`src/rtl/quad_pkg.sv`:
```
// Shared types and helpers for quadrature decoding: the step classification enum
// and the Gray-code ordering of the A/B phases.
package quad_pkg;

    typedef enum logic [1:0] {
        STEP_NONE    = 2'b00,
        STEP_UP      = 2'b01,
        STEP_DOWN    = 2'b10,
        STEP_ILLEGAL = 2'b11
    } quad_step_t;

    // {a,b} codes in up-count order, slot 0 in the low bits: 00, 01, 11, 10
    localparam logic [7:0] GRAY_SEQ = {2'b10, 2'b11, 2'b01, 2'b00};

    // Position of an {a,b} code within the up-count cycle (0..3)
    function automatic logic [1:0] gray_phase(input logic [1:0] code);
        logic [1:0] phase;
        phase = 2'b00;
        for (int i = 0; i < 4; i++) begin
            if (GRAY_SEQ[2*i +: 2] == code) begin
                phase = 2'(i);
            end
        end
        return phase;
    endfunction

endpackage

```
`src/rtl/quad_step_decode.sv`:
```
// Combinational classifier for one A/B sample pair: no step, up, down, or an
// illegal double-bit change. Shared with the multi-axis encoder block.
module quad_step_decode
    import quad_pkg::*;
(
    input  logic [1:0] ab_prev,
    input  logic [1:0] cur,
    output quad_step_t step
);

    logic [1:0] phase_prev;
    logic [1:0] phase_cur;
    logic [1:0] phase_diff;

    assign phase_prev = gray_phase(ab_prev);
    assign phase_cur  = gray_phase(cur);
    // Modulo-4 distance around the Gray cycle; a distance of 2 means both bits flipped
    assign phase_diff = phase_cur - phase_prev;

    always_comb begin
        step = STEP_NONE;
        case (phase_diff)
            2'd0:    step = STEP_NONE;
            2'd1:    step = STEP_UP;
            2'd3:    step = STEP_DOWN;
            default: step = STEP_ILLEGAL;
        endcase
    end

endmodule

```
`src/rtl/quad_decoder.sv`:
```
// x4 quadrature position counter with sticky illegal-transition flag and an
// armed index latch that captures and zeroes the position on a Z rising edge.
module quad_decoder
    import quad_pkg::*;
#(
    parameter int WIDTH = 32
) (
    input  logic                    clk,
    input  logic                    rst,
    input  logic                    a,
    input  logic                    b,
    input  logic                    z,
    input  logic                    index_arm,
    input  logic                    err_clr,
    output logic signed [WIDTH-1:0] position,
    output logic                    dir,
    output logic                    index_armed,
    output logic signed [WIDTH-1:0] index_pos,
    output logic                    index_seen,
    output logic                    error
);

    logic [1:0]              ab_prev_reg,     ab_prev_next;
    logic                    prev_valid_reg,  prev_valid_next;
    logic                    z_prev_reg,      z_prev_next;
    logic signed [WIDTH-1:0] position_reg,    position_next;
    logic signed [WIDTH-1:0] index_pos_reg,   index_pos_next;
    logic                    dir_reg,         dir_next;
    logic                    armed_reg,       armed_next;
    logic                    seen_reg,        seen_next;
    logic                    error_reg,       error_next;

    logic [1:0]              cur;
    quad_step_t              step;
    logic signed [WIDTH-1:0] delta;
    logic signed [WIDTH-1:0] sum;
    logic                    z_rise;
    logic                    take_index;

    assign cur = {a, b};

    quad_step_decode u_step_decode (
        .ab_prev (ab_prev_reg),
        .cur     (cur),
        .step    (step)
    );

    always_comb begin
        delta = '0;
        case (step)
            STEP_UP:   delta = {{(WIDTH-1){1'b0}}, 1'b1};
            STEP_DOWN: delta = '1;
            default:   delta = '0;
        endcase
    end

    // Two's-complement add wraps naturally at the WIDTH boundary
    assign sum        = position_reg + delta;
    assign z_rise     = z & ~z_prev_reg;
    assign take_index = prev_valid_reg & z_rise & armed_reg;

    always_comb begin
        ab_prev_next    = cur;
        z_prev_next     = z;
        prev_valid_next = 1'b1;
        position_next   = position_reg;
        index_pos_next  = index_pos_reg;
        dir_next        = dir_reg;
        seen_next       = 1'b0;
        error_next      = error_reg;
        armed_next      = armed_reg;

        if (prev_valid_reg) begin
            if (take_index) begin
                index_pos_next = sum;
                position_next  = '0;
                seen_next      = 1'b1;
            end else begin
                position_next  = sum;
            end

            if (step == STEP_UP) begin
                dir_next = 1'b1;
            end else if (step == STEP_DOWN) begin
                dir_next = 1'b0;
            end
        end

        // Set beats clear when both land in the same cycle
        if (prev_valid_reg && step == STEP_ILLEGAL) begin
            error_next = 1'b1;
        end else if (err_clr) begin
            error_next = 1'b0;
        end

        // A fresh arm request wins over the disarm caused by a taken edge
        if (index_arm) begin
            armed_next = 1'b1;
        end else if (take_index) begin
            armed_next = 1'b0;
        end
    end

    always_ff @(posedge clk or posedge rst) begin
        if (rst) begin
            ab_prev_reg    <= 2'b00;
            prev_valid_reg <= 1'b0;
            z_prev_reg     <= 1'b0;
            position_reg   <= '0;
            index_pos_reg  <= '0;
            dir_reg        <= 1'b0;
            armed_reg      <= 1'b0;
            seen_reg       <= 1'b0;
            error_reg      <= 1'b0;
        end else begin
            ab_prev_reg    <= ab_prev_next;
            prev_valid_reg <= prev_valid_next;
            z_prev_reg     <= z_prev_next;
            position_reg   <= position_next;
            index_pos_reg  <= index_pos_next;
            dir_reg        <= dir_next;
            armed_reg      <= armed_next;
            seen_reg       <= seen_next;
            error_reg      <= error_next;
        end
    end

    assign position    = position_reg;
    assign dir         = dir_reg;
    assign index_armed = armed_reg;
    assign index_pos   = index_pos_reg;
    assign index_seen  = seen_reg;
    assign error       = error_reg;

endmodule

```
`config.mk`:
```
export PLATFORM = sky130hd
export DESIGN_NAME = quad_decoder
export DESIGN_NICKNAME = d
export VERILOG_FILES = /design/src/rtl/quad_pkg.sv /design/src/rtl/quad_step_decode.sv /design/src/rtl/quad_decoder.sv
export SDC_FILE = /design/constraint.sdc
export NUM_CORES = 1
export LEC_CHECK = 0
export ABC_AREA = 0
export CAP_MARGIN = 20
export CORE_AREA = 2 2 128 130
export CTS_BUF_LIST = sky130_fd_sc_hd__clkbuf_8
export DETAILED_ROUTE_END_ITERATION = 8
export DIE_AREA = 0 0 130 132
export HOLD_SLACK_MARGIN = 0.02
export SYNTH_ARGS = -nofsm -noshare
export SYNTH_HDL_FRONTEND = slang
export SYNTH_SLANG_ARGS = --single-unit
```
`constraint.sdc`:
```
create_clock -name clk -period 5.2 [get_ports clk]
set_input_delay 1.04 -clock clk [delete_from_list [all_inputs] [get_ports clk]]
set_output_delay 1.04 -clock clk [all_outputs]
set_load 0.01 [all_outputs]
```
# Yosys cells after proc, flatten, opt, wreduce, memory -nomap -nowiden
# Index checks and enable logic that the tools add are counted.
# classes
eq_ne,11
n_addsub,2
reduce_logical,7
muxes,17
n_bitwise,4
# op_table
operator,n
case mux 32 bit (2 select lines),1
adder 32 bit,1
2-to-1 mux 32 bit,1
2-to-1 mux 1 bit,10
== test 2 bit (first input constant),4
2-to-1 mux 2 bit,4
== test 2 bit (second input constant),3
case mux 2 bit (3 select lines),1
nonzero test 2 bit,3
== test 1 x 2 -> 1 bit (first input constant),2
== test 2 x 1 -> 1 bit (second input constant),2
AND reduction 2 bit,2
AND 1 bit,3
logical NOT 2 bit,1
subtractor 2 bit,1
logical AND 1 bit,1
NOT 1 bit,1
# totals
register_bits,72
word_cells,50
inputBits,7
output_inout_bits,68

# Depth between registers and ports, before layout
# Gate-level depths: netlist (run 1).
# depth
word_depth,11
mapped_depth,18
depth_no_buf,15

# By module
# From an unflattened synthesis (run 1), not the netlist that was laid out.
# hier_totals
cells_unflattened,633
hier_area_um2,5337.6
# by_module_without_submodules
module,seq_area_each_um2,area_per_inst_um2,cells_each,instances
quad_decoder,1801.7,5195.0,618,1
quad_step_decode,0.0,142.6,15,1

# Worst setup path after synthesis (run 1)
# OpenSTA, ideal clock, no wires.
# synth_timing
path_type,input -> register
from,in b
to,reg index_pos_reg[26] (netlist: index_pos[26])
arrival_ps,4551
stages,16
slack_ps,524
n_path_buf,2
setup_time_ps,125
required_ps,5075
path_cell_list,inv_1 > ha_1 > ha_1 > xor3_2 > nand2_1 > clkbuf_8 > clkbuf_1 > xnor2_1 > ha_1 > nor4_1 > nand3_1 > or3_1 > nor4_1 > nor2_1 > xnor2_1 > mux2_2
# synth_between
elab_chain_cells,10
elab_cells_between_ends,15
classes_between,add/sub (2); eq/ne (7); mux (5); reduce/logical (1)
# synth_rtl
element,line,rtl
from (decl),quad_decoder.sv:11,"input logic b,"
== test 1 x 2 -> 1 bit,quad_pkg.sv:20,if (GRAY_SEQ[2*i +: 2] == code) begin
2-to-1 mux 1 bit,quad_pkg.sv:20,
2-to-1 mux 2 bit,quad_pkg.sv:20,
2-to-1 mux 2 bit *,quad_pkg.sv:20,
subtractor 2 bit *,quad_step_decode.sv:18,assign phase_diff = phase_cur - phase_prev;
== test 2 bit (tied with other cells),quad_step_decode.sv:22,case (phase_diff)
case mux 2 bit (3 select lines) *,quad_step_decode.sv:22,
== test 2 bit / == test 2 x 1 -> 1 bit (equally long branches),quad_decoder.sv:50,case (step)
case mux 32 bit (2 select lines) *,quad_decoder.sv:50,
adder 32 bit *,quad_decoder.sv:58,assign sum = position_reg + delta;
to (signal assigned),quad_decoder.sv:120,index_pos_reg <= index_pos_next;
to (decl),quad_decoder.sv:27,"logic signed [WIDTH-1:0] index_pos_reg, index_pos_next;"
# Mark *: on every way between the ends. The rest lies on a longest branch, timed or not.
# A chain may end at the register's enable or synchronous reset.

# Worst setup path in the final report (run 1)
# Ends and elaborated chain as after synthesis.

==> metrics.md, run 1 <==
| Metric | Value |
|---|---|
| Cell with the most instances after synthesis | dfrtp_1 |
| Fillers | 1641 |
| CP Capture Type | flip-flop |
| Global-route wire length before repair | 23.9 mm |
| Max Cap Violations | 0 |
| 1st-pass router iterations | 4 |
| CTS Buffer Depth | 2 |
| Root Buffer | clkbuf_8 |
| Synth top cells by count | dfrtp_1 (72), o21ai_0 (59), nand2_1 (53) |
| TNS Setup | 0 ns |
| Routed Wire Length | 14.9 mm |
| Final Max Slew Viols | 0 |
| Req. time, crit path | about 5.5 ns |
| Fin cells | 808 |
| Critical-path top delay cell | clkdlybuf4s50_1 |
| Top cell type's share of synthesized area | 38.9% |
| Area delta synth->final | 23.6% |
| Cell mode on critical path | ha_1 |
| Syn Area/Cell | approximately 9 sq um |
| Routed vias/inst | between 5 and 6 |
| Vias | 4300 |
| # DRC | 0 |
| Setup ws final | 0.489 ns |
| Slack of the worst reg-to-reg path | 1.31 ns |
| Final period util | roughly nine tenths |
| Status | completed |
| Placed Instances | between 700 and 800 |
| Crit Path Category | primary input to flip-flop |
| ANT nets after route | 0 |
| Worst Tran Pin Value | 0.839 ns |
| DR iter-0 viols | about 250 |
| Post-Syn Area | 0.00464 sq mm |
| Largest delay share family, worst path | simple AND/OR/NAND/NOR gates |
| Power per cell area | 469 mW/mm^2 |
| Power Total | around 2700 uW |
| IO Pins | 75 |
| Initial antenna violation count | 0 |
| Largest net degree at the start of global routing | 77 |
| Worst EP arrival | 4.98 ns |
| Fmax | approximately 210 MHz |
| Syn nets | 544 |
| Diode count | 0 |
| Synthesized flop and latch total | slightly above 70 |
| CTS sink cnt | 72 |
| Post-CTS Resized | 0 |
| Slew margin rel. | a little over two fifths |
| Top FF cell, synth | dfrtp_1 |
| CP max FO | 4 |
| RSZ-0062 raised after global routing | false |
| Vias in the first global route | 4146 |
| Gr ovfl total | 0 |
| Post-DP HPWL | 10.8 mm |
| Gp weighted congestion | 0.909 |
| Area leader, netlist | dfrtp_1 |
| H-tree depth | 3 |
| Finish-stage setup viols | 0 |
| Total die area | 0.0172 sq mm |
| TritonCTS clock tree | yes |
| Fraction of layout cells with a size suffix above 1 | 9.63% |
| Total CTS buffers | 9 |
| Post-synth EDFFs | 0 |
| Fin. Hold Viols | 0 |
| CP bufs+invs | 2 |
| Postcts setup bufs | 0 |
| Die Wd | 130 microns |
| Initial core utilization | between 20 and 30% |
| Post-Synthesis Cells | 530 |
| Sequential share of the synthesized area | 38.9% |
| Crit-path max cell delay | around 0.50 ns |
| Pre-CTS WS | about 0.13 ns |
| Ys async rst share | 100% |
| Ys Warns | 0 |
| Die Span Y | 132 microns |
| Wire per inst | 18.5 microns |
| IR drop worst, VDD | 133 uV |
| GRT Total Usage | between 10% and 20% |
| Worst Hold Class | flip-flop to flip-flop |
| Worst Clk Skew | approximately 0.0045 ns |
| # rows | 46 |
| Hold buffer count at CTS | 0 |
| Worst Setup Start Kind | primary input |
| Clock Latency Late Sink | between 0.3 and 0.4 ns |
| Synth cell types | between 70 and 80 |
| Crit path time final | 4.71 ns |
| PortBufs | 74 |
| Clock transition at path regs | 0.08 ns |
| Static Leak | 0.00229 uW |
| CP cell instances | clkdlybuf4s50_1, inv_1, ha_1, ha_1, xor3_2, nand2_1, xnor2_1, ha_1, nor4_1, nand3_1, or3_1, nor4_1, nor2_1, xnor2_1, mux2_2 |
| Leading post-synthesis cells by cell area | dfrtp_1 (39%), o21ai_0 (6.4%), xnor2_1 (4.9%) |
| Nets | 602 |
| Core area | roughly 0.016 sq mm |
[metal layers]
metal	up-vias	GRT usage [%]	share of wire [%]
met3	17	2.96	4.9
met5	-	0	0
li1	2044	-	-
met1	2109	25.5	47
met2	130	27.4	46
met4	0	6.33	1.7
[power by group]
part,switching (uW),leakage [uW],internal (uW)
clock network,220,0.000117,291
registers,256,0.000936,723
logic,598,0.00124,598
total,1070,0.00229,1610
[area by class of cell]
| class | count | area [sq um] | share of cell area, % |
|---|---|---|---|
| clock buffers | 11 | 151 | 2.64 |
| clock inverters | 4 | 68.8 | 1.20 |
| inverters | 24 | 90.1 | 1.57 |
| multi-input cells | 394 | 2510 | 43.8 |
| flip-flops and latches | 72 | 1800 | 31.4 |
| well taps | 216 | 270 | 4.72 |
| repair buffers | 87 | 838 | 14.6 |
[tightest hold or removal path: cells and delay by family (launching register included)]
family           cells  cell delay [ns]
flip-flops           1             0.35
AND/OR/NAND/NOR      1             0.05
AO/OA/AOI/OAI        1             0.06
[path summary, 6_finish.rpt]
check	cells after the start	end	startpoint
worst min register to register	2	index_pos[10]	index_pos[10]
worst max-delay path	15	index_pos[26]	b
max in group asynchronous	3	position[28]	rst
min in group asynchronous	2	index_pos[5]	rst
worst max register to register	15	index_pos[26]	ab_prev_reg[0]
worst min-delay path	2	index_pos[10]	index_pos[10]
[cell families (layout without fill, tap and decap cells)]
group                    Yosys count  in the layout  share of synthesized area [%]
AND/OR/NAND/NOR                  201            201                           22.8
other                              1              1                         0.0809
flip-flops                        72             72                           38.9
adder cells (fa/ha/maj)            7              7                           1.89
buffers and inverters             64            126                           7.02
AO/OA/AOI/OAI                    146            146                           21.1
XOR/XNOR                          33             33                           6.88
multiplexers                       6              6                           1.35
[through the flow]
step                util [%]  instance area [sq um]  hold WS (ns)
floorplan                  -                   4640         0.514
global placement        35.1                   5510         0.461
detailed placement      35.1                   5510         0.473
CTS                     36.5                   5730         0.491
global route            36.5                   5730         0.503
finish                  36.5                   5730         0.481
[cells in the final DEF, fill, tap and decap left out, types with 3 or more instances in the layout]
master	n
mux2i_1	4
o21a_1	3
nand4_1	15
and3_1	8
clkbuf_8	11
nor3_1	18
o31ai_1	8
or3_1	19
xnor2_1	26
nand3_1	16
dfrtp_1	72
xor2_1	5
clkdlybuf4s50_1	74
or4_1	7
o21ai_0	59
a31oi_1	5
nand2_1	53
or2_2	6
inv_1	24
a22o_1	7
o2bb2ai_1	4
nor4_1	8
nor2_1	32
buf_4	13
a21oi_1	27
o2111ai_1	3
ha_1	7
No activity file was read; power rests on OpenSTA's default activity.
==> inputs of run 2 (changes only) <==
- CORE_AREA: 2 2 128 130 -> 2 2 94 96
- DIE_AREA: 0 0 130 132 -> 0 0 96 98
- PLACE_DENSITY: not set -> 0.82
- RECOVER_POWER: not set -> 25
==> metrics.md, run 2 (synthesized netlist as in run 1, its figures left out) <==
| Metric | Value |
|---|---|
| Postcts setup bufs | 0 (unchanged) |
| Fmax | 209 MHz (-1.4%) |
| H-tree depth | 3 (unchanged) |
| CP Capture Type | flip-flop |
| Crit path time final | 4.78 ns (+0.0650 ns) |
| Worst EP arrival | 5.00 ns (+0.02 ns) |
| IO Pins | 75 (unchanged) |
| Fraction of layout cells with a size suffix above 1 | 9.32% (-0.31 points) |
| Worst Hold Class | flip-flop to flip-flop |
| TNS Setup | 0 ns (unchanged) |
| ANT nets after route | 0 (unchanged) |
| # DRC | 0 (unchanged) |
| Gp weighted congestion | 0.943 (+3.8%) |
| Req. time, crit path | 5.43 ns (-0.04 ns) |
| Max Cap Violations | 1 (+1) |
| TritonCTS clock tree | yes |
| Cell mode on critical path | ha_1 |
| CTS Buffer Depth | 2 (unchanged) |
| Gr ovfl total | 0 (unchanged) |
| Worst hold path cell count | 2 (unchanged) |
| Vias in the first global route | 4285 (+3.4%) |
| Static Leak | 0.00229 uW (-0.38%) |
| Final period util | 91.8% (+1.3 points) |
| Wire per inst | 19.2 microns (+3.6%) |
| Fin. Hold Viols | 0 (unchanged) |
| Power per cell area | 469 mW/mm^2 (about the same) |
| Most frequent cells in the layout | dfrtp_1 (72), clkdlybuf4s50_1 (61), o21ai_0 (59) |
| Routed vias/inst | 6.32 (+19%) |
| Die Span Y | 98 microns (-26%) |
| Total CTS buffers | 9 (unchanged) |
| Global-route wire length before repair | 22.1 mm (-7.5%) |
| Core area | 0.00847 sq mm (-46%) |
| Status | finished with violations |
| IR drop worst, VDD | 309 uV (+130%) |
| Critical-path top delay cell | dlygate4sd3_1 |
| DR iter-0 viols | 378 (+53%) |
| Worst R2R Path Depth | 15 (unchanged) |
| Fillers | 712 (-57%) |
| Initial core utilization | 54.8% (+25 points) |
| Worst Clk Skew | 0.0171 ns (+0.0126 ns) |
| Routed Wire Length | 13.4 mm (-10%) |
| RSZ-0062 raised after global routing | false |
| Diode count | 0 (unchanged) |
| Slack of the worst reg-to-reg path | 1.31 ns (about the same) |
| Fin cells | 698 (-14%) |
| Final Max Slew Viols | 41 (+41) |
| Failing checks | max-capacitance violations, max-slew violations |
| Slew margin rel. | -3.72% (-48 points) |
| Worst reg2reg path startpoint | ab_prev_reg[0] |
| Total die area | 0.00941 sq mm (-45%) |
| Vias | 4409 (+2.5%) |
| CP max FO | 4 (unchanged) |
| GRT Total Usage | 30.0% (+12 points) |
| Largest delay share family, worst path | simple AND/OR/NAND/NOR gates |
| CP Depth | 14 (-1) |
| 1st-pass router iterations | 5 (+1) |
| Clock Latency Late Sink | 0.35 ns (-0.02 ns) |
| Largest net degree at the start of global routing | 49 (-36%) |
| Finish-stage setup viols | 0 (unchanged) |
| Placed Instances | 681 (-14%) |
| Crit-path max cell delay | 0.59 ns (+0.09 ns) |
| # rows | 34 (-26%) |
| Reg-to-Reg End | index_pos[26] |
| PortBufs | 74 (unchanged) |
| Crit. Startpoint | a |
| CP bufs+invs | 1 (-1) |
| Clock transition at path regs | 0.08 ns (about the same) |
| Commonest non-fill, non-tap cell in the layout | dfrtp_1 |
| Hold buffer count at CTS | 0 (unchanged) |
| Crit Path Category | primary input to flip-flop |
| Worst Setup EP | index_pos[26] |
| Initial antenna violation count | 0 (unchanged) |
| CP cell instances | dlygate4sd3_1, ha_1, ha_1, xor3_2, nand2_1, xnor2_1, ha_1, nor4_1, nand3_1, or3_1, nor4_1, nor2_1, xnor2_1, mux2_2 |
| Post-DP HPWL | 9.48 mm (-12%) |
| Worst Tran Pin Value | 1.55 ns (+0.715 ns) |
| Post-CTS Resized | 0 (unchanged) |
| Die Wd | 96 microns (-26%) |
| CTS sink cnt | 72 (unchanged) |
| Area delta synth->final | 19.8% |
| Worst Setup Start Kind | primary input |
| Nets | 599 (-0.50%) |
| Root Buffer | clkbuf_8 |
## run 2: changes by cell type in the layout (fill, tap and decap cells not counted), sizes merged
cell and change:
clkdlybuf4s50 -13, dlygate4sd3 +13, buf -3, clkinv +3, clkbuf -2, bufinv -1, clkinvlp +1
## run 2: routing by layer
metal	vias up	part of all wire, %	wire, microns	track usage [%]
met3	23	7.2	969	4.78
li1	2036	-	-	-
met4	0	1.5	197	10.1
met5	-	0	0	0
met1	2133	43	5800	42.7
met2	217	48	6410	46.4
## run 2: how the worst min path moves through the flow
stage / start / end / slack (ns)
6_report: index_pos[1] / index_pos[1] / 0.48
5_1_grt: index_pos[11] / index_pos[11] / 0.52
4_1_cts: index_pos[1] / index_pos[1] / 0.48
3_5_place_dp: index_pos[1] / index_pos[1] / 0.46
3_3_place_gp: index_pos[12] / index_pos[12] / 0.46
2_1_floorplan: index_pos[0] / index_pos[0] / 0.51
## run 2: report_power, final
group          switching (uW)  internal, uW
sequential                242           723
combinational             604           588
clock                     224           222
total                    1070          1530
## run 2: layout make-up
class | count | area (sq um) | share of cell area [%]
Multi-Input combinational cell | 394 | 2510 | 45.2
Sequential cell | 72 | 1800 | 32.4
Timing Repair Buffer | 84 | 823 | 14.8
Tap cell | 108 | 135 | 2.43
Clock buffer | 9 | 124 | 2.23
Inverter | 24 | 90.1 | 1.62
Clock inverter | 7 | 70.1 | 1.26
## run 2: stage by stage
stage / setup WS, ns / utilization [%] / hold slack, ns / total power (uW) / cell area (sq um)
detailed placement: 0.205 / 63.1 / 0.462 / 2150 / 5340
CTS: 0.542 / 65.4 / 0.483 / 2600 / 5540
floorplan: 0.524 / - / 0.514 / 1650 / 4640
global route: 0.0733 / 65.6 / 0.517 / 2780 / 5550
global placement: 0.309 / 63.1 / 0.460 / 2130 / 5340
finish: 0.424 / 65.6 / 0.480 / 2600 / 5550
## run 2: worst reg2reg max path: cells and delay by family, from the launching register on
| kind | cells | cell delay, ns |
|---|---|---|
| adder cells (fa/ha/maj) | 3 | 0.72 |
| AND/OR/NAND/NOR | 6 | 1.63 |
| flip-flops | 1 | 0.35 |
| buffers and inverters | 2 | 0.12 |
| multiplexers | 1 | 0.27 |
| XOR/XNOR | 3 | 0.69 |
==> inputs of run 3 (changes only) <==
- PLACE_DENSITY: 0.82 -> 0.79
==> metrics.md, run 3 (synthesized netlist as in run 1, its figures left out) <==
| Metric | Value |
|---|---|
| Status | finished with violations |
| Failing checks | max-capacitance violations, max-slew violations |
| 1st-pass router iterations | 6 (+1) |
| PortBufs | 74 (unchanged) |
| Initial antenna violation count | 0 (unchanged) |
| Worst hold path cell count | 2 (unchanged) |
| Diode count | 0 (unchanged) |
| Area delta synth->final | 19.9% |
| CP max FO | 4 (unchanged) |
| Post-CTS Resized | 0 (unchanged) |
| Crit path time final | 4.78 ns (-0.000357 ns) |
| DR iter-0 viols | 351 (-7.1%) |
| Met2 usage | 45.6% (-0.85 points) |
| Static Leak | 0.00228 uW (-0.24%) |
| Worst Setup Start Kind | primary input |
| Power per cell area | 475 mW/mm^2 (+1.3%) |
| Reg-to-Reg End | index_pos[26] |
| TNS Setup | 0 ns (unchanged) |
| GRT Total Usage | 29.8% (-0.26 points) |
| Worst R2R Path Depth | 15 (unchanged) |
| Post-DP HPWL | 9.32 mm (-1.7%) |
| TritonCTS clock tree | yes |
| Worst EP arrival | 5.03 ns (+0.03 ns) |
| Fin. Hold Viols | 0 (unchanged) |
| Sequential standard cell area | 0.00180 sq mm (unchanged) |
| GRT busiest layer | met2 |
| # rows | 34 (unchanged) |
| Global-route wire length before repair | 21.5 mm (-2.6%) |
| Vias | 4353 (-1.3%) |
| Hold buffer count at CTS | 0 (unchanged) |
| Final period util | 91.8% (about the same) |
| Commonest non-fill, non-tap cell in the layout | dfrtp_1 |
| Core area | 0.00847 sq mm (unchanged) |
| Worst Tran Pin Value | 2.08 ns (+0.530 ns) |
| Routed Wire Length | 13.3 mm (-0.75%) |
| # DRC | 0 (unchanged) |
| Grt met3 use | 4.94% (+0.15 points) |
| CP Capture Type | flip-flop |
| Worst Clk Skew | 0.0104 ns (-0.00675 ns) |
| Final Max Slew Viols | 39 (-4.9%) |
| Clock transition at path regs | 0.08 ns (about the same) |
| CTS sink cnt | 72 (unchanged) |
| RSZ-0062 raised after global routing | false |
| Final Core Density | 65.7% (+0.074 points) |
| Req. time, crit path | 5.45 ns (+0.02 ns) |
| Worst Hold Class | flip-flop to flip-flop |
| Area occupied by multi-input gates | 0.00251 sq mm (unchanged) |
| Total die area | 0.00941 sq mm (unchanged) |
| Max Cap Violations | 1 (unchanged) |
| Nets | 598 (-0.17%) |
| Root Buffer | clkbuf_8 |
| IR drop worst, VDD | 280 uV (-9.3%) |
| Worst reg2reg path startpoint | ab_prev_reg[0] |
| H-tree depth | 3 (unchanged) |
| Met1 Use GR | 42.7% (about the same) |
| Die Span Y | 98 microns (unchanged) |
| Finish-stage setup viols | 0 (unchanged) |
| Total CTS buffers | 9 (unchanged) |
| Crit Path Category | primary input to flip-flop |
| Wire per inst | 19.1 microns (-0.46%) |
| CTS Buffer Depth | 2 (unchanged) |
| Fillers | 695 (-2.4%) |
| Hold Path Sink | index_pos[20] |
| Most frequent cells in the layout | dfrtp_1 (72), clkdlybuf4s50_1 (64), o21ai_0 (59) |
| IO Pins | 75 (unchanged) |
| Largest net degree at the start of global routing | 74 (+51%) |
| Initial core utilization | 54.8% (unchanged) |
| Slew margin rel. | -38.9% (-35 points) |
| Postcts setup bufs | 0 (unchanged) |
| Slack of the worst reg-to-reg path | 1.30 ns (about the same) |
| Vias in the first global route | 4082 (-4.7%) |
| Hold Crit Start | index_pos[20] |
| Routed vias/inst | 6.25 (-0.99%) |
| Clock Latency Late Sink | 0.37 ns (+0.02 ns) |
| Fraction of layout cells with a size suffix above 1 | 8.84% (-0.48 points) |
| Die Wd | 96 microns (unchanged) |
| Fmax | 209 MHz (about the same) |
| ANT nets after route | 0 (unchanged) |
| Gr ovfl total | 0 (unchanged) |
| Gp weighted congestion | 0.953 (+1.1%) |
==> run 3: per-layer routing <==
metal | share of wire, % | up-vias
met5 | 0 | -
met4 | 1.9 | 0
met3 | 6.3 | 28
met2 | 47 | 197
met1 | 45 | 2095
li1 | - | 2033
==> run 3: final cells by class <==
class                      instances  share of cell area, %
multi-input combinational        394                   45.1
inverter                          24                   1.62
timing repair buffer              83                   14.5
sequential                        72                   32.4
tap                              108                   2.43
clock buffer                      10                   2.48
clock inverter                     5                   1.46
==> run 3: critical path: stages <==
cell,delay [ns]
dlygate4sd3_1,0.58
ha_1,0.34
ha_1,0.25
xor3_2,0.43
nand2_1,0.10
xnor2_1,0.15
ha_1,0.24
nor4_1,0.34
nand3_1,0.18
or3_1,0.47
nor4_1,0.38
nor2_1,0.13
xnor2_1,0.14
mux2_2,0.27
==> run 3: power breakdown <==
group / switching [uW] / leakage (uW) / internal, uW
Sequential: 242 / 0.000936 / 723
Combinational: 584 / 0.00124 / 585
Clock: 225 / 0.000108 / 281
==> run 3: metrics by stage <==
stage | cell area (sq um) | hold WS [ns] | power [uW] | cells | worst slack, ns
after floorplan | 4640 | 0.514 | 1650 | 530 | 0.524
after global placement | 5340 | 0.459 | 2120 | 681 | 0.296
after detailed placement | 5340 | 0.470 | 2140 | 681 | 0.155
after CTS | 5560 | 0.487 | 2650 | 696 | 0.520
after global routing | 5560 | 0.504 | 2820 | 696 | 0.100
final | 5560 | 0.479 | 2640 | 696 | 0.424
==> run 3: how the worst max path moves through the flow <==
stage          start            end  depth (start not counted)
2_1_floorplan      b  index_pos[26]                         16
3_3_place_gp       b  index_pos[26]                         15
3_5_place_dp       b  index_pos[26]                         15
4_1_cts            b  index_pos[26]                         15
5_1_grt            a   position[30]                         14
6_report           a  index_pos[26]                         14
